## src/rtl/uart_vector_loader.sv

```systemverilog
// Decodes the UART byte-stream command protocol and fills NCH vector memories (little-endian element assembly).
// Every response is registered one cycle after its rx_valid; there is no backpressure, so each strobe is consumed immediately.
module uart_vector_loader #(
   parameter int NCH         = 2,
   parameter int NELEM       = 1024,
   parameter int EW          = 8,
   parameter int TIMEOUT_CYC = 100000,
   parameter int AW          = $clog2(NELEM),
   parameter int CW          = (NCH > 1) ? $clog2(NCH) : 1
) (
   input  logic           clock,
   input  logic           reset,
   input  logic           rx_valid,
   input  logic [7:0]     rx_byte,
   output logic           wr_en,
   output logic [CW-1:0]  wr_ch,
   output logic [AW-1:0]  wr_addr,
   output logic [EW-1:0]  wr_data,
   output logic [NCH-1:0] vect_ready,
   output logic           busy,
   output logic           cmd_valid,
   output logic [3:0]     cmd_code,
   output logic           err_cmd,
   output logic           err_timeout,
   output logic [1:0]     state_dbg
);

   localparam int BPE = EW / 8;
   localparam int BCW = (BPE > 1) ? $clog2(BPE) : 1;
   localparam int TW  = (TIMEOUT_CYC > 1) ? $clog2(TIMEOUT_CYC + 1) : 1;
   localparam logic [TW-1:0] TO_LAST = TW'((TIMEOUT_CYC > 0) ? TIMEOUT_CYC - 1 : 0);

   typedef enum logic {IDLE = 1'b0, LOAD = 1'b1} state_t;

   state_t          state_q, state_d;
   logic [CW-1:0]   ch_q, ch_d;
   logic [AW-1:0]   elem_cnt_q, elem_d;
   logic [BCW-1:0]  byte_cnt_q, byte_d;
   logic [EW-1:0]   word_q, word_d, asm_word;
   logic [TW-1:0]   idle_cnt_q, idle_d;

   logic            wr_en_d, cmd_valid_d, err_cmd_d, err_timeout_d;
   logic [CW-1:0]   wr_ch_d;
   logic [AW-1:0]   wr_addr_d;
   logic [EW-1:0]   wr_data_d;
   logic [NCH-1:0]  vect_ready_d;
   logic [3:0]      cmd_code_d;

   logic [3:0]      op, arg;
   logic            arg_ok, last_byte, last_elem, timeout_hit;

   assign op          = rx_byte[7:4];
   assign arg         = rx_byte[3:0];
   assign arg_ok      = (32'(arg) < 32'(NCH));
   assign last_byte   = (byte_cnt_q == BCW'(BPE - 1));
   assign last_elem   = (elem_cnt_q == AW'(NELEM - 1));
   // A strobe in the expiry cycle takes priority, so rx_valid masks the timeout.
   assign timeout_hit = (TIMEOUT_CYC > 0) && (state_q == LOAD) && !rx_valid &&
                        (idle_cnt_q == TO_LAST);

   assign busy      = (state_q == LOAD);
   assign state_dbg = {1'b0, state_q};

   always_ff @(posedge clock) begin
      if (reset) state_q <= IDLE;
      else       state_q <= state_d;
   end

   always_comb begin
      state_d = state_q;
      case (state_q)
         IDLE: if (rx_valid && op == 4'h0 && arg_ok) state_d = LOAD;
         LOAD: begin
            if (rx_valid && last_byte && last_elem) state_d = IDLE;
            else if (timeout_hit)                   state_d = IDLE;
         end
         default: state_d = IDLE;
      endcase
   end

   always_comb begin
      wr_en_d       = 1'b0;
      wr_ch_d       = wr_ch;
      wr_addr_d     = wr_addr;
      wr_data_d     = wr_data;
      vect_ready_d  = vect_ready;
      cmd_valid_d   = 1'b0;
      cmd_code_d    = cmd_code;
      err_cmd_d     = 1'b0;
      err_timeout_d = 1'b0;
      ch_d          = ch_q;
      elem_d        = elem_cnt_q;
      byte_d        = byte_cnt_q;
      word_d        = word_q;
      idle_d        = idle_cnt_q;
      asm_word      = word_q;
      asm_word[8*byte_cnt_q +: 8] = rx_byte;

      case (state_q)
         IDLE: begin
            idle_d = '0;
            if (rx_valid) begin
               case (op)
                  4'h0: begin
                     if (arg_ok) begin
                        vect_ready_d[arg[CW-1:0]] = 1'b0;
                        ch_d   = arg[CW-1:0];
                        elem_d = '0;
                        byte_d = '0;
                        word_d = '0;
                     end else begin
                        err_cmd_d = 1'b1;
                     end
                  end
                  4'h1: begin
                     if (arg_ok) vect_ready_d[arg[CW-1:0]] = 1'b0;
                     else        err_cmd_d = 1'b1;
                  end
                  4'h2: begin
                     cmd_valid_d = 1'b1;
                     cmd_code_d  = arg;
                  end
                  default: err_cmd_d = 1'b1;
               endcase
            end
         end
         LOAD: begin
            if (rx_valid) begin
               idle_d = '0;
               if (last_byte) begin
                  wr_en_d   = 1'b1;
                  wr_ch_d   = ch_q;
                  wr_addr_d = elem_cnt_q;
                  wr_data_d = asm_word;
                  byte_d    = '0;
                  word_d    = '0;
                  if (last_elem) begin
                     vect_ready_d[ch_q] = 1'b1;
                     elem_d = '0;
                  end else begin
                     elem_d = elem_cnt_q + 1'b1;
                  end
               end else begin
                  word_d = asm_word;
                  byte_d = byte_cnt_q + 1'b1;
               end
            end else if (timeout_hit) begin
               err_timeout_d = 1'b1;
               elem_d = '0;
               byte_d = '0;
               word_d = '0;
               idle_d = '0;
            end else if (TIMEOUT_CYC > 0) begin
               idle_d = idle_cnt_q + 1'b1;
            end
         end
         default: ;
      endcase
   end

   always_ff @(posedge clock) begin
      if (reset) begin
         wr_en       <= 1'b0;
         wr_ch       <= '0;
         wr_addr     <= '0;
         wr_data     <= '0;
         vect_ready  <= '0;
         cmd_valid   <= 1'b0;
         cmd_code    <= '0;
         err_cmd     <= 1'b0;
         err_timeout <= 1'b0;
         ch_q        <= '0;
         elem_cnt_q  <= '0;
         byte_cnt_q  <= '0;
         word_q      <= '0;
         idle_cnt_q  <= '0;
      end else begin
         wr_en       <= wr_en_d;
         wr_ch       <= wr_ch_d;
         wr_addr     <= wr_addr_d;
         wr_data     <= wr_data_d;
         vect_ready  <= vect_ready_d;
         cmd_valid   <= cmd_valid_d;
         cmd_code    <= cmd_code_d;
         err_cmd     <= err_cmd_d;
         err_timeout <= err_timeout_d;
         ch_q        <= ch_d;
         elem_cnt_q  <= elem_d;
         byte_cnt_q  <= byte_d;
         word_q      <= word_d;
         idle_cnt_q  <= idle_d;
      end
   end

endmodule

```

## config.mk

```make
export PLATFORM = sky130hd
export DESIGN_NAME = uart_vector_loader
export DESIGN_NICKNAME = d
export VERILOG_FILES = /design/src/rtl/uart_vector_loader.sv
export SDC_FILE = /design/constraint.sdc
export NUM_CORES = 1
export LEC_CHECK = 0
export BUFFER_PORTS_ARGS = -buffer_cell sky130_fd_sc_hd__clkbuf_2
export CORE_ASPECT_RATIO = 1.1
export CORE_UTILIZATION = 35
export DETAILED_ROUTE_END_ITERATION = 16
export PLACE_DENSITY = 0.5
export SYNTH_ARGS = -nofsm -noshare
export SYNTH_HDL_FRONTEND = slang
export SYNTH_SLANG_ARGS = --single-unit
```

## constraint.sdc

```tcl
create_clock -name clock -period 2.37 [get_ports clock]
set_input_delay 0.1185 -clock clock [delete_from_list [all_inputs] [get_ports clock]]
set_output_delay 0.1185 -clock clock [all_outputs]
set_load 0.005 [all_outputs]
```

==> results_dict.tcl <==
set metrics [dict create \
    status "finished clean" \
    crit_required_ps 2580 \
    highest_layer "met4" \
    holdBufCountCts 0 \
    cts_buffers 9 \
    antenna_found_initial 0 \
    syn_inst 290 \
    dieArea_mm2 0.00737 \
    synth_edf_count 0 \
    synth_xor_area_share_pct 6.77 \
    synth_top_cell_by_area "dfxtp_1" \
    r2r_cells 5 \
    intPower_mw 1.61 \
    wl_met3_um 246 \
    drt_iter0_drc 79 \
    rrSetupSlack_ps 160 \
    fin_crit_ps 2210 \
    pwr-share-seq_pct 48.5 \
    pwr-share-clk_pct 49.4 \
    dp_hpwl_um 3920 \
    grt_overflow 0 \
    ctsLongestPathBuffers 2 \
    start_kind "register" \
    p_leak_nw 1.09 \
    routed-wl-met2_um 2510 \
    antenna_left 0 \
    design.core.area_mm2 0.00667 \
    clock_sinks 58 \
    synth_cell_types 47 \
    postSynthAreaPerCell_um2 8.48 \
    critPathKind "reg2reg" \
    ys.flop_type "dfxtp_1" \
    yosysMostFrequentCell "dfxtp_1" \
    fin_nets 347 \
    post-route-period-util_pct 93.1 \
    finalWirelength_um 5530 \
    finalMaxSlewViolations 0 \
    crit_path_end_kind "register" \
    ctsRootBufferMaster "clkbuf_8" \
    vias 2101 \
    max_freq_ghz 0.453 \
    globalplace.congestion 0.835 \
    r2r_end "elem_cnt_q[0]$_SDFFE_PP0P_" \
    cts_tree "built" \
    rsz0062_at_grt "false" \
    setup_violations 0 \
    switching_share_pct 20.3 \
    vdd_drop_max_v 0.000343 \
    drtPass1Iterations 6 \
    arrival_ps 2420 \
    grt_max_degree 30 \
    synth_top_family_by_area "simple AND/OR/NAND/NOR gates" \
    drc_errors 0 \
    h-tree-depth 3 \
    post_cts_buffers 0 \
    hold_violations 0 \
    p_comb_share_pct 2.2 \
    cp_max_fo 7 \
    n_antenna_cell 0 \
    postCtsResizedCells 0 \
    synth_top_area_share_pct 47.2 \
    yosys_warnings 0 \
    synthTopCellsByArea "dfxtp_1 (47%), nand2_1 (8.1%), a21oi_1 (4.9%)" \
    met1_length_um 2660 \
    port_buffers 41 \
    die_w_um 81.9 \
    wire_per_inst_um 13.1 \
    timing.rr.start "idle_cnt_q[0]$_SDFF_PP0_" \
    synth_area_mm2 0.00246 \
    power_density_mw_per_mm2 682 \
    synth_commonest_cells "dfxtp_1 (58), nand2_1 (53), nor2_1 (29), a21oi_1 (24), nand3_1 (16)" \
    grt_pass1_vias 1881 \
    hp-class "in2reg" \
    holdPathEnd "wr_data[3]$_SDFFE_PP0P_" \
    drive_above_1_share_pct 20.4 \
    synthMuxAreaShare_pct 1.02 \
    cap_violations 0 \
    clk_pin_slew_ps 70 \
    hold_path_depth 3 \
    yosys.area_share.simple_pct 27.4 \
    die_h_um 89.9 \
    ys_seq_elements 58 \
    yosysSeqAreaShare_pct 47.2 \
    p_sw_uw 410 \
    synth_adder_area_share_pct 1.02 \
    top_level_ports 43 \
    syn_nets 303 \
    syn_to_final_growth_pct 20.3 \
    std_cell_rows 31 \
    hold_start "rx_byte[3]" \
    clock_latency_ps 330 \
    synth_compound_area_share_pct 11.5 \
    initial_core_util_pct 36.9 \
    drt-vias-per-instance 4.99 \
    clock_skew_ps 10.9 \
    grt_usage_pct 16.0 \
    setup_tns_ps 0 \
    grt_pass1_wl_um 9010 \
    fin_util_pct 44.4 \
    async_flop_share_pct 0 \
]
[kinds of logic after synthesis]
group	after synthesis
muxes	2
buffers and inverters	25
adders and majority gates	2
xor gates and xnor gates	19
AOI/OAI and AO/OA	44
DFF	58
other	1
and+or+nand+nor	139
[worst max-delay path: stages, from the launching register on]
cell and delay (ps):
dfxtp_1 360, ha_1 240, nand4_1 220, or4_1 710, o211a_1 300, mux2_4 260
[flip-flops by register name (all words and copies together), names as in the netlist]
register	cells
busy	1
ch_q	1
cmd_code	4
cmd_valid	1
elem_cnt_q	10
err_cmd	1
err_timeout	1
idle_cnt_q	17
vect_ready	2
wr_addr	10
wr_ch	1
wr_data	8
wr_en	1
[layout make-up]
type | count | area, um2
Fill cell | 677 | 3710
Multi-Input combinational cell | 207 | 1180
Sequential cell | 58 | 1160
Timing Repair Buffer | 49 | 265
Clock buffer | 11 | 141
Tap cell | 82 | 103
Clock inverter | 5 | 77.6
Inverter | 9 | 33.8
[worst max path at each step]
stage	startpoint	to	slack, ps	cells past startpoint
3_5_place_dp	idle_cnt_q[0]$_SDFF_PP0_	elem_cnt_q[0]$_SDFFE_PP0P_	190	5
2_1_floorplan	idle_cnt_q[8]$_SDFF_PP0_	elem_cnt_q[0]$_SDFFE_PP0P_	370	5
5_1_grt	idle_cnt_q[0]$_SDFF_PP0_	elem_cnt_q[0]$_SDFFE_PP0P_	50	5
3_3_place_gp	idle_cnt_q[0]$_SDFF_PP0_	elem_cnt_q[0]$_SDFFE_PP0P_	260	5
6_report	idle_cnt_q[0]$_SDFF_PP0_	elem_cnt_q[0]$_SDFFE_PP0P_	160	5
4_1_cts	idle_cnt_q[0]$_SDFF_PP0_	elem_cnt_q[0]$_SDFFE_PP0P_	180	5
[power by group through the flow]
stage / Combinational (mW) / Sequential (mW) / Clock [mW]
5_1_grt: 0.0483 / 0.977 / 1.10
4_1_cts: 0.0446 / 0.978 / 1.03
2_1_floorplan: 0.0225 / 1.00 / 0
3_5_place_dp: 0.0444 / 1.00 / 0
6_report: 0.0443 / 0.978 / 0.996
3_3_place_gp: 0.0447 / 1.00 / 0
[placed cells by master, fill, tap and decap left out, types with 2 or more instances in the layout]
| master | netlist | final |
|---|---|---|
| dfxtp_1 | 58 | 58 |
| nand2_1 | 53 | 53 |
| clkbuf_2 | 1 | 41 |
| nor2_1 | 29 | 29 |
| a21oi_1 | 24 | 24 |
| nand3_1 | 16 | 16 |
| xnor2_1 | 10 | 10 |
| clkbuf_8 | 0 | 10 |
| nand4_1 | 9 | 9 |
| xor2_1 | 9 | 9 |
| inv_1 | 8 | 8 |
| buf_4 | 4 | 8 |
| nor4_1 | 5 | 5 |
| nor3_1 | 5 | 5 |
| o22ai_1 | 4 | 4 |
| and4_1 | 3 | 3 |
| o211ai_1 | 3 | 3 |
| a31oi_1 | 3 | 3 |
| nor4b_1 | 2 | 2 |
| nor2b_1 | 2 | 2 |
| and2_1 | 2 | 2 |
| or4_1 | 2 | 2 |
| nand2b_1 | 2 | 2 |
| or3_1 | 2 | 2 |
| a211o_1 | 2 | 2 |
| ha_1 | 2 | 2 |
| bufinv_16 | 0 | 2 |
| clkinv_2 | 0 | 2 |
[layer usage]
layer  vias to the layer above  global-route usage (%)
li1                       1092                       -
met1                       951                    21.2
met2                        49                    23.1
met3                         9                    4.77
met4                         0                    8.48
met5                         -                       0
[metrics by stage]
stage | area, um2 | worst slack, ps | hold slack (ps) | total power, mW | std cells
2_1_floorplan | 2460 | 365 | 215 | 1.02 | 290
3_3_place_gp | 2740 | 261 | 382 | 1.04 | 405
3_5_place_dp | 2740 | 187 | 384 | 1.04 | 405
4_1_cts | 2960 | 180 | 25.7 | 2.06 | 421
5_1_grt | 2960 | 48.8 | 21.6 | 2.12 | 421
6_report | 2960 | 164 | 43.7 | 2.02 | 421
No activity file was read; power rests on OpenSTA's default activity.
